$ cat config.mk
export PLATFORM = sky130hd
export DESIGN_NAME = mc_controller
export DESIGN_NICKNAME = d
export VERILOG_FILES = /design/src/rtl/mc_controller.sv
export SDC_FILE = /design/constraint.sdc
export NUM_CORES = 1
export LEC_CHECK = 0
export ABC_AREA = 1
export CAP_MARGIN = 20
export CORE_MARGIN = 3
export CORE_UTILIZATION = 28
export CTS_CLUSTER_DIAMETER = 100
export DETAILED_ROUTE_END_ITERATION = 8
export GPL_ROUTABILITY_DRIVEN = 0
export PLACE_DENSITY = 0.82
export SLEW_MARGIN = 30
export SYNTH_ARGS = -nofsm -noshare
export SYNTH_HDL_FRONTEND = slang
export SYNTH_SLANG_ARGS = --single-unit
$ cat constraint.sdc
create_clock -name clk -period 1.4 [get_ports clk]
set_clock_uncertainty 0.1 [all_clocks]
set_input_delay 0.35 -clock clk [delete_from_list [all_inputs] [get_ports clk]]
set_output_delay 0.35 -clock clk [all_outputs]
set_load 0.02 [all_outputs]
$ cat src/rtl/mc_controller.sv
// mc_controller: multi-cycle control unit. Steps each instruction through
// FETCH/DCD/EXE/MEM_*/ALU_WB, drives IFU/regfile/ALU/memory/CP0 strobes,
// and takes interrupt entry and eret. Strobes are decoded from the state
// register plus the latched instruction.
module mc_controller #(
  parameter int OP_NOP_RET = 1
) (
  input  logic        clk,
  input  logic        reset,
  input  logic [31:0] StoredInstruction,
  input  logic        zero,
  input  logic        IntReq,
  output logic        PCWr,
  output logic        IRWr,
  output logic [2:0]  NPCSel,
  output logic        EPCSel,
  output logic        RegWr,
  output logic [1:0]  RegDst,
  output logic [1:0]  WDSel,
  output logic        ALUSrc,
  output logic        ExtOp,
  output logic [1:0]  ALUOp,
  output logic        MemWr,
  output logic        EPCWr,
  output logic        exl,
  output logic [3:0]  state
);

  typedef enum logic [3:0] {
    FETCH = 4'd0, DCD = 4'd1, EXE = 4'd2, MEM_ADR = 4'd3, MEM_RD = 4'd4,
    MEM_WB = 4'd5, MEM_WR = 4'd6, ALU_WB = 4'd7, INT = 4'd8
  } state_t;

  state_t state_q, state_d, retire_st;
  logic   exl_q, exl_d;
  logic   pcwr_c, irwr_c, regwr_c, memwr_c, epcwr_c;

  // instruction decode
  logic [5:0] op, fn;
  logic       is_r, is_addu, is_subu, is_jr, is_ori, is_lui;
  logic       is_lw, is_sw, is_beq, is_j, is_jal, is_eret;
  logic       unused_ir;

  assign op        = StoredInstruction[31:26];
  assign fn        = StoredInstruction[5:0];
  assign unused_ir = ^StoredInstruction[25:6];
  assign is_r      = (op == 6'h00);
  assign is_addu   = is_r && (fn == 6'h21);
  assign is_subu   = is_r && (fn == 6'h23);
  assign is_jr     = is_r && (fn == 6'h08);
  assign is_ori    = (op == 6'h0D);
  assign is_lui    = (op == 6'h0F);
  assign is_lw     = (op == 6'h23);
  assign is_sw     = (op == 6'h2B);
  assign is_beq    = (op == 6'h04);
  assign is_j      = (op == 6'h02);
  assign is_jal    = (op == 6'h03);
  assign is_eret   = (op == 6'h10) && (fn == 6'h18);

  // Retiring goes to INT only when a request is pending and exl (pre-update) is clear
  assign retire_st = (IntReq && !exl_q) ? INT : FETCH;

  // next-state and exl update
  always_comb begin
    state_d = FETCH;
    exl_d   = exl_q;
    case (state_q)
      FETCH:   state_d = DCD;
      DCD: begin
        if (is_addu || is_subu || is_ori || is_lui) state_d = EXE;
        else if (is_lw || is_sw)                    state_d = MEM_ADR;
        else if (is_beq || is_j || is_jal || is_jr || is_eret) state_d = retire_st;
        // unknown encodings: retire as NOP; the reserved setting skips the interrupt check
        else if (OP_NOP_RET != 0)                   state_d = retire_st;
        else                                        state_d = FETCH;
        if (is_eret) exl_d = 1'b0;
      end
      EXE:     state_d = ALU_WB;
      MEM_ADR: state_d = is_lw ? MEM_RD : MEM_WR;
      MEM_RD:  state_d = MEM_WB;
      MEM_WB:  state_d = retire_st;
      MEM_WR:  state_d = retire_st;
      ALU_WB:  state_d = retire_st;
      INT: begin
        state_d = FETCH;
        exl_d   = 1'b1;
      end
      default: state_d = FETCH;
    endcase
  end

  // state and exception-level registers
  always_ff @(posedge clk) begin
    if (reset) begin
      state_q <= FETCH;
      exl_q   <= 1'b0;
    end else begin
      state_q <= state_d;
      exl_q   <= exl_d;
    end
  end

  // Moore strobe decode from state + latched instruction
  always_comb begin
    pcwr_c = 1'b0; irwr_c = 1'b0; regwr_c = 1'b0; memwr_c = 1'b0; epcwr_c = 1'b0;
    NPCSel = 3'd0; EPCSel = 1'b0; RegDst = 2'd0; WDSel = 2'd0;
    ALUSrc = 1'b0; ExtOp = 1'b0; ALUOp = 2'd0;
    case (state_q)
      FETCH: begin
        pcwr_c = 1'b1;
        irwr_c = 1'b1;
      end
      DCD: begin
        if (is_beq) begin
          pcwr_c = zero;
          NPCSel = 3'd3;
        end else if (is_j || is_jal) begin
          pcwr_c = 1'b1;
          NPCSel = 3'd2;
          if (is_jal) begin
            regwr_c = 1'b1;
            RegDst  = 2'd2;
            WDSel   = 2'd2;
          end
        end else if (is_jr || is_eret) begin
          pcwr_c = 1'b1;
          NPCSel = 3'd1;
          EPCSel = is_eret;
        end
      end
      EXE, ALU_WB: begin
        // ALU controls stay up through write-back so the result is stable
        if (is_subu)     ALUOp = 2'd1;
        else if (is_ori) begin ALUOp = 2'd2; ALUSrc = 1'b1; end
        else if (is_lui) begin ALUOp = 2'd3; ALUSrc = 1'b1; end
        if (state_q == ALU_WB) begin
          regwr_c = 1'b1;
          RegDst  = is_r ? 2'd1 : 2'd0;
        end
      end
      MEM_ADR, MEM_RD, MEM_WR: begin
        ALUSrc  = 1'b1;
        ExtOp   = 1'b1;
        memwr_c = (state_q == MEM_WR);
      end
      MEM_WB: begin
        regwr_c = 1'b1;
        WDSel   = 2'd1;
      end
      INT: begin
        pcwr_c  = 1'b1;
        NPCSel  = 3'd4;
        epcwr_c = 1'b1;
      end
      default: ;
    endcase
  end

  // reset kills every write strobe immediately, even mid-instruction
  assign PCWr  = pcwr_c  & ~reset;
  assign IRWr  = irwr_c  & ~reset;
  assign RegWr = regwr_c & ~reset;
  assign MemWr = memwr_c & ~reset;
  assign EPCWr = epcwr_c & ~reset;
  assign exl   = exl_q;
  assign state = state_q;

endmodule

==> results, run 1 <==
- 58 I/O pins were placed.
- The maximum vdd drop is 0.439 mV.
- The worst min-delay path class is flip-flop to flip-flop.
- The final critical path takes up 149% of the cycle.
- At the worst endpoint, the arrival time is 1.63 ns.
- The post-route DRC violation count is 0.
- The Yosys step of the flow raised 0 warnings.
- The average routed wire per standard cell is 19.9 um.
- Final hold analysis gives a worst-case slack of 0.491 ns.
- Summing the sequential cell areas from Yosys gives 15.2% of the chip area.
- The number of antenna diodes in the final layout is 0.
- For the worst-skew pair, the clock arrives at the later sink with an insertion delay of 0.27 ns.
- The y dimension of the die is 54.6 um.
- The die covers 2980 um^2.
- The headroom to the max-slew limit is 80.7%.
- The initialized floorplan defines 16 standard-cell rows.
- The number of cells on the worst reg-to-reg path is 9.
- The start point of the critical path is state[3].
- The cell at the root of the clock tree is sky130_fd_sc_hd__clkbuf_4.
- The count of buffers added on input and output ports is 37.
- The number of nets in the synthesized netlist is 156.
- STA classifies the critical path startpoint as a flip-flop.
- The run finished, with violations left.
- After floorplanning, the core was sized to cover 2100 um^2.
- The die boundary width is 54.6 um.
- The max-slew violation total from the final report is 0.
- The worst endpoint required time is 0.95 ns.
- After layout, the worst setup slack is -0.684 ns.
- The detailed placement HPWL is 2.20 mm.
- The finished layout cell area is 1820 um^2.
- Measured on the finished design, the core utilization comes to 86.4%.
- The clock net in this run drives a total of 5 sinks.
- The area of placed instances is 1330 um^2.
- The number of global-route vias before repair is 1321.
- The top cell type's share of synthesized area is 15.2%.
- Along the worst path, the maximum fanout reaches 4.
- In this run, distinct cell masters in the synthesized netlist total 22.
- At the end of the flow, the number of nets in the layout was 246.
- The final reports fail on setup timing.
- The aggregate negative setup slack is -9.23 ns.
- The first-pass GRT wire length is 5.95 mm.
- The final period demand of the worst path is 2.08 ns.
- In the post-synthesis netlist, the biggest area contributors are sky130_fd_sc_hd__dfxtp_1, sky130_fd_sc_hd__nor2_1, sky130_fd_sc_hd__inv_1, sky130_fd_sc_hd__nand2_1, sky130_fd_sc_hd__nand3_1.
- The routed wire length is 4.69 mm.
- After synthesis the netlist holds a flip-flop and latch count of 5.
- Once the floorplan was initialized, standard cells occupied 31.4% of the core.
- The power density over the cells is 453 nW/um^2.
- The maximum clock rate is 0.480 GHz.
- The leading register cell type out of synthesis is sky130_fd_sc_hd__dfxtp_1.
- The capture point of the worst reg-to-reg path is state[0].
- Setup repair after global routing could not meet its margin everywhere.
- Across every metal layer, demand over resource in global routing totals 28.6%.
- The via density per instance is 5.73.
- The clock slew at the register clock pins of the worst setup and hold paths is 0.05 ns.
- The transition time at the pin with the least slew margin is 0.288 ns.
- sky130_fd_sc_hd__dfxtp_1 takes more of the synthesized area than any other cell.
- Synthesis produced 120 cells.
- In the final layout, the multi-input gates occupy 727 um^2.
- The number of hold violations in the final report came to 0.
- For this run, the detailed router's first-pass iteration total came to 6.
- In this run the remaining antenna-violating nets after routing total 0.
- The total CTS buffers is 3.
- In the synthesized netlist, the cells that appear most often are sky130_fd_sc_hd__nor2_1, sky130_fd_sc_hd__inv_1, sky130_fd_sc_hd__nand2_1.
- Of the cells placed in the final design, the portion with a size suffix greater than 1 is 74.6%.
- The fill cell instance count of the final layout is 108.
- The number of vias in the routed layout is 1353.
- In the synthesized netlist the async set-or-reset flop fraction comes to 0%.
- The number of enable-type register cells in the synthesized netlist is 0.
- The end of the critical path is RegWr.
- The setup slack on the worst flop-to-flop path is -0.21 ns.
- At the placement stage, the worst setup path has a slack of -1.32 ns.
- Setup violations remaining at the end of the flow were counted as 24.
- The register cell area after layout is 113 um^2.
- The clock tree buffer depth is 2.
- For this design the static power due to leakage is 0.864 nW.
- The most common cell in the synthesized netlist is sky130_fd_sc_hd__nor2_1.
- STA classifies the critical path endpoint as an output pin.
- CTS built an H-tree with a depth of 1.
- Entering global routing, the biggest net connects 7 pins.
- The max-cap check violation count is 0.
- The CTS tree is built.
- The beginning of the worst register-to-register path is state[3].
- The post-synth design cell area is 661 um^2.
- The area growth from synthesis to layout is 175%.
- The setup path with the least slack is of type flip-flop to output pin.
- The sum of overflow across all layers after global routing is 0.
- Dividing the synthesized area by the synthesized cell count gives 5.51 um^2.
- The number of antenna violations at the first check in global routing was 0.
- For this block, the initial DRC count from the detailed router was 67.
-- per-stage QoR --
step,cells,total power [mW]
final,236,0.823
after global routing,236,0.846
after CTS,227,0.706
after detailed placement,207,0.456
after global placement,207,0.445
after floorplan,120,0.303
-- layout make-up --
| type | instances | share of cell area [%] |
|---|---|---|
| flip-flops and latches | 5 | 6.20 |
| multi-input cells | 86 | 40.0 |
| repair buffers | 90 | 44.7 |
| well taps | 27 | 1.86 |
| clock buffers | 4 | 1.45 |
| inverters | 24 | 5.79 |
-- cells in the final DEF, fill, tap and decap left out, drive strengths merged --
cell type,synthesis,layout
o31ai,1,1
nor2,27,27
nand2,23,23
dfxtp,5,5
clkbuf,0,5
inv,24,24
o22ai,1,1
dlygate4sd2,0,3
a21oi,6,6
or2,1,1
nand3b,1,1
clkdlybuf4s15,0,5
nor4,1,1
clkdlybuf4s50,0,2
nor3,5,5
nand3,12,12
nand4,7,7
o21ai,1,1
buf,5,79
-- routing by layer --
metal  GRT usage, %  vias to the layer above  routed length [um]
li1               -                      565                   -
met5              0                        -                   0
met1           26.8                      611                1610
met4           24.1                        0                 397
met2           51.4                      127                2290
met3           7.08                       50                 391
-- sequential cells by signal, summed over array words and instances, names as in the netlist --
signal and count:
exl 1, state 4
-- timing repair --
item,in CTS,in global routing
hold buffers,0,0
setup buffers,25,13
endpoints found under the setup margin,26,25
pin swaps,29,19
hold endpoints to repair,0,0
resized for setup,200,43
-- critical path, stage by stage (launching register included) --
cell and delay [ns]:
sky130_fd_sc_hd__dfxtp_2 0.33, sky130_fd_sc_hd__inv_4 0.08, sky130_fd_sc_hd__nand2_4 0.08, sky130_fd_sc_hd__nor3_4 0.24
sky130_fd_sc_hd__nand4_1 0.26, sky130_fd_sc_hd__a21oi_2 0.23, sky130_fd_sc_hd__buf_6 0.14
-- power breakdown --
| part | internal (mW) | switching (mW) |
|---|---|---|
| Clock | 0.109 | 0.0839 |
| Combinational | 0.222 | 0.250 |
| Sequential | 0.147 | 0.0107 |
-- logic make-up after synthesis --
group / Yosys count / synth area share [%]
buf+inv: 29 / 21.4
simple gates: 77 / 56.1
compound gates: 9 / 7.39
flops: 5 / 15.2
-- worst min path at each step --
stage                       from       end  cells after the start
final                        exl  state[3]                      3
after global routing         exl  state[3]                      3
after CTS                    exl  state[3]                      3
after detailed placement     exl  state[3]                      3
after global placement       exl  state[3]                      3
after floorplan           IntReq  state[3]                      2
Note: power is estimated with default switching activity, not from simulation.
==> run 2, diff against run 1 <==
- HOLD_SLACK_MARGIN: not set -> 0.03
==> results of run 2 <==
No change in the layout: final DEF, timing and power equal those of run 1.
==> run 3, diff against run 2 <==
- CORE_MARGIN: 3 -> not set
- CORE_UTILIZATION: 28 -> 47
- CTS_CLUSTER_DIAMETER: 100 -> 40
- DONT_BUFFER_PORTS: not set -> 1
- PLACE_DENSITY: 0.82 -> 0.7
==> results, run 3 <==
- After synthesis, the cell types taking the most area are sky130_fd_sc_hd__dfxtp_1, sky130_fd_sc_hd__nor2_1, sky130_fd_sc_hd__inv_1, sky130_fd_sc_hd__nand2_1, sky130_fd_sc_hd__nand3_1.
- The number of sinks driven by the clock tree is 5.
- In the synthesized netlist the async set-or-reset flop fraction comes to 0%.
- After synthesis, the mean cell area works out to 5.51 um^2.
- The run stopped with a tool error.
- The number of clock buffers added by TritonCTS is 3.
- The area share of xor/xnor cells in the synthesized design is 0%.
- Ranked by instance count, the synthesized netlist is headed by sky130_fd_sc_hd__nor2_1, sky130_fd_sc_hd__inv_1, sky130_fd_sc_hd__nand2_1.
- Summed over all nets, the half-perimeter wirelength after detailed placement is 1.47 mm.
- Hold repair after CTS inserted 0 buffers.
- Input and output buffers added on the ports amount to 0.
- The register bit count reported by yosys is 5.
- The sum of overflow across all layers after global routing is 42.
- After the last repair the worst path ends at a top-level output.
- The share of synthesized area spent on multiplexers is 0%.
- The number of enable-type register cells in the synthesized netlist is 0.
- The effective utilization at floorplan is 50.8%.
- The sequential cell area fraction in the yosys report is 15.2%.
- The largest net degree at the start of global routing is 11.
- The count of cell types in the netlist is 22.
- The post-synth design cell area is 661 um^2.
- The post-synth net total is 156.
- The H-tree depth is 1.
- Once global-route timing repair stopped, the endpoint with the least setup slack was RegWr.
- The longest clock path from root to sink contains 2 buffers.
- sky130_fd_sc_hd__nor2_1 is the most common cell in the netlist.
- The last flow stage reached is global routing.
- The synthesized instance count is 120.
- The number of placed I/O pins is 58.
- Summing all placed instances gives a cell area of 971 um^2.
- The worst setup slack after placement is -0.282 ns.
- The floorplan has 13 rows.
- The die boundary width is 39.5 um.
- The cell at the root of the clock tree is sky130_fd_sc_hd__clkbuf_4.
- The overall routing resource usage is 73.8%.
- Summing the areas of all and, or, nand and nor instances in the mapped netlist gives 56.1% of the synthesized area.
- The top cell type's share of synthesized area is 15.2%.
- The cell taking the most area after synthesis is sky130_fd_sc_hd__dfxtp_1.
- The total number of yosys warnings is 0.
- The main combinational cell family by area after synthesis is simple AND/OR/NAND/NOR gates.
- The leading register cell type out of synthesis is sky130_fd_sc_hd__dfxtp_1.
- The share of synthesized cell area in full adder, half adder and majority cells is 0%.
- The first error in the log reads "[ERROR GRT-0232] Routing congestion too high. Check the congestion heatmap in the GUI".
- The synthesized netlist devotes 7.39% of its cell area to compound gates.
- The y dimension of the die is 39.5 um.
## run 3: cell counts after synthesis
Identical to the previous run, type by type.
## run 3: cell families after synthesis
| logic type | count (synthesis) |
|---|---|
| AND/OR/NAND/NOR | 77 |
| AO/OA/AOI/OAI | 9 |
| flip-flops | 5 |
| buffers and inverters | 29 |
## run 3: repair_timing
action                     CTS
setup buffers                6
setup endpoints to repair   18
gates resized for setup     21
hold endpoints to repair     0
pin swaps                    9
## run 3: per-stage QoR
step	setup TNS (ns)	std cells
3_5_place_dp	-2.07	161
4_1_cts	-5.66	170
2_1_floorplan	-2.29	120
3_3_place_gp	-1.74	161
## run 3: per-layer routing
layer | track usage, % | overflow
met1 | 62.6 | 0
met2 | 102 | 17
met3 | 39.2 | 0
met4 | 107 | 25
met5 | 0 | 0
==> run 4, diff against run 3 <==
- CORE_AREA: not set -> 2 2 63 65
- CORE_UTILIZATION: 47 -> not set
- CTS_CLUSTER_DIAMETER: 40 -> not set
- DIE_AREA: not set -> 0 0 65 67
- HOLD_SLACK_MARGIN: 0.03 -> not set
- PLACE_DENSITY: 0.7 -> not set
- PLACE_DENSITY_LB_ADDON: not set -> 0.15
- clock period: 1.4 -> 1.82 ns (I/O delays scaled with it)
==> results, run 4 (synthesized netlist as in run 1, its figures left out) <==
- The flow ran to the end, but the final reports show violations.
- The checks that failed: setup timing.
- The clock tree buffer depth is 2.
- The critical path starts at StoredInstruction[31].
- The worst hold slack across all endpoints is 0.190 ns.
- The detailed router placed 838 vias in this run.
- Of the cells placed in the final design, the portion with a size suffix greater than 1 is 44.6%.
- The startpoint type of the worst setup path is a primary input.
- The post-layout net count is 185.
- The global-route met2 utilization is 17.3%.
- The sum of internal, switching and leakage power is 0.487 mW.
- The floorplan step defined a die boundary enclosing 4360 um^2.
- The H-tree depth is 1.
- After detailed routing, the average wire length per cell comes to 11.2 um.
- The number of sinks driven by the clock tree is 5.
- The total CTS buffers is 3.
- In this run the worst hold path is classified as primary input to flip-flop.
- The routed design has 2.19 mm of wire.
- After the first detailed-routing iteration, the DRC count stood at 36.
- Global routing used 12.3% of the available met1 tracks.
- The number of cells in the finished layout apart from fillers is 196.
- The maximum clock rate is 0.522 GHz.
- Setup violations remaining at the end of the flow were counted as 9.
- After global routing, the most crowded layer is met2.
- The worst pin sits at a relative slew slack of 82.3%.
- Global routing finished with a remaining overflow of 0.
- The register cell area after layout is 108 um^2.
- Global routing consumed, on the met3 layer, 4.90% of the routing resources.
- The count of inserted antenna diode cells is 0.
- The max-cap check violation count is 0.
- Once the floorplan was initialized, standard cells occupied 18.3% of the core.
- From synthesis to final layout, the design area changed by 60.8%.
- The post-route DRC violation count is 0.
- The share of the clock period used by the worst path after layout is 105%.
- The CTS tree is built.
- The cell at the root of the clock tree is sky130_fd_sc_hd__clkbuf_8.
- Detailed placement ended at an HPWL of 1.90 mm.
- After clock tree synthesis, the clock-pin slew on the worst setup and hold paths is 0.03 ns.
- The count of hold-fix buffers inserted at cts is 0.
- The largest net degree at the start of global routing is 11.
- The reported leakage power is 0.490 nW.
- The first-pass detailed-route iteration total is 4.
- The transition time at the pin with the least slew margin is 0.265 ns.
- For the worst-skew pair, the clock arrives at the later sink with an insertion delay of 0.22 ns.
- The number of placed I/O pins is 58.
- The power density over the cells is 459 nW/um^2.
- The core region is 3610 um^2.
- In the layout the commonest cells are sky130_fd_sc_hd__buf_4, sky130_fd_sc_hd__nor2_1, sky130_fd_sc_hd__nand2_1.
- The max-slew violation total from the final report came to 0.
- In this run the vertical extent of the chip is 67 um.
- The worst hold path begins at reset.
- The minimum setup slack in the final design is -0.0969 ns.
- Setup repair after global routing could not meet its margin everywhere.
- The first-pass GRT wire length is 3.56 mm.
- The finished cells cover 1060 um^2.
- The number of cells after detailed placement is 188.
- The number of hold violations in the final report is 0.
- After detailed placement, the total cell area comes to 895 um^2.
- The beginning of the worst register-to-register path is state[0].
- The fill cell instance count of the final layout is 433.
- The leading cell type in the layout, fill and taps excluded is sky130_fd_sc_hd__buf_4.
- The worst endpoint required time is 1.26 ns.
- The utilization of the core after routing is 29.5%.
- The register with the most flip-flops in the layout has 4 of them.
- The number of placement rows is 22.
- The via density per instance is 4.28.
- For the finished layout, the period the worst path requires is 1.92 ns.
- The number of antenna violations at the first check in global routing is 0.
- Along the worst path, the maximum fanout reaches 5.
- The critical path is of the primary input to output pin type.
- The number of global-route vias before repair was 809.
- The overall routing resource usage is 10.7%.
- In the final layout, the multi-input gates occupy 537 um^2.
- The category of the worst setup path capture point is an output pin.
- In this run the tool buffered the top-level ports with 0 buffer cells.
- The antenna violation net count after detailed routing is 0.
- STA puts the critical path data arrival time at 1.36 ns.
- The die boundary width is 65 um.
- IR analysis of the VDD net gives a maximum drop of 0.151 mV.
-- run 4: stage by stage --
stage	setup TNS, ns	setup slack (ns)
finish	-0.500	-0.0969
detailed placement	-0.503	-0.181
global route	-1.55	-0.181
CTS	-0.961	-0.141
global placement	-0.449	-0.155
floorplan	-0.0311	-0.0183
-- run 4: layout make-up --
| cell class | instances | area share (%) |
|---|---|---|
| clock buffers | 4 | 4.24 |
| multi-input cells | 86 | 50.5 |
| flip-flops and latches | 5 | 10.1 |
| repair buffers | 29 | 20.5 |
| inverters | 24 | 8.95 |
| well taps | 48 | 5.65 |
-- run 4: power breakdown --
part | leakage, nW | switching [mW] | internal [mW]
combinational | 0.425 | 0.0885 | 0.0646
sequential | 0.0428 | 0.00914 | 0.116
clock | 0.0228 | 0.0582 | 0.151
-- run 4: path summary, 6_finish.rpt --
| check | end | slack, ns | cells past startpoint |
|---|---|---|---|
| min reg2reg | state[3] | 0.54 | 4 |
| min | state[1] | 0.19 | 1 |
| max reg2reg | exl | 0.32 | 7 |
| max | PCWr | -0.1 | 8 |
-- run 4: worst max-delay path: stages --
cell,delay (ns)
sky130_fd_sc_hd__nor2_1,0.08
sky130_fd_sc_hd__buf_4,0.14
sky130_fd_sc_hd__nand4_1,0.17
sky130_fd_sc_hd__buf_4,0.19
sky130_fd_sc_hd__nor2_1,0.09
sky130_fd_sc_hd__nor2_1,0.05
sky130_fd_sc_hd__nand2_1,0.10
sky130_fd_sc_hd__a21oi_4,0.09
-- run 4: what timing repair did --
action,CTS,global route
pin swaps,7,7
setup endpoints to repair,14,14
setup buffers,1,3
gates resized for setup,17,12
-- run 4: metal layers --
layer / share of wire [%] / wire (um)
met5: 0 / 0
met4: 0.91 / 20
met3: 10 / 218
met2: 47 / 1030
met1: 42 / 920
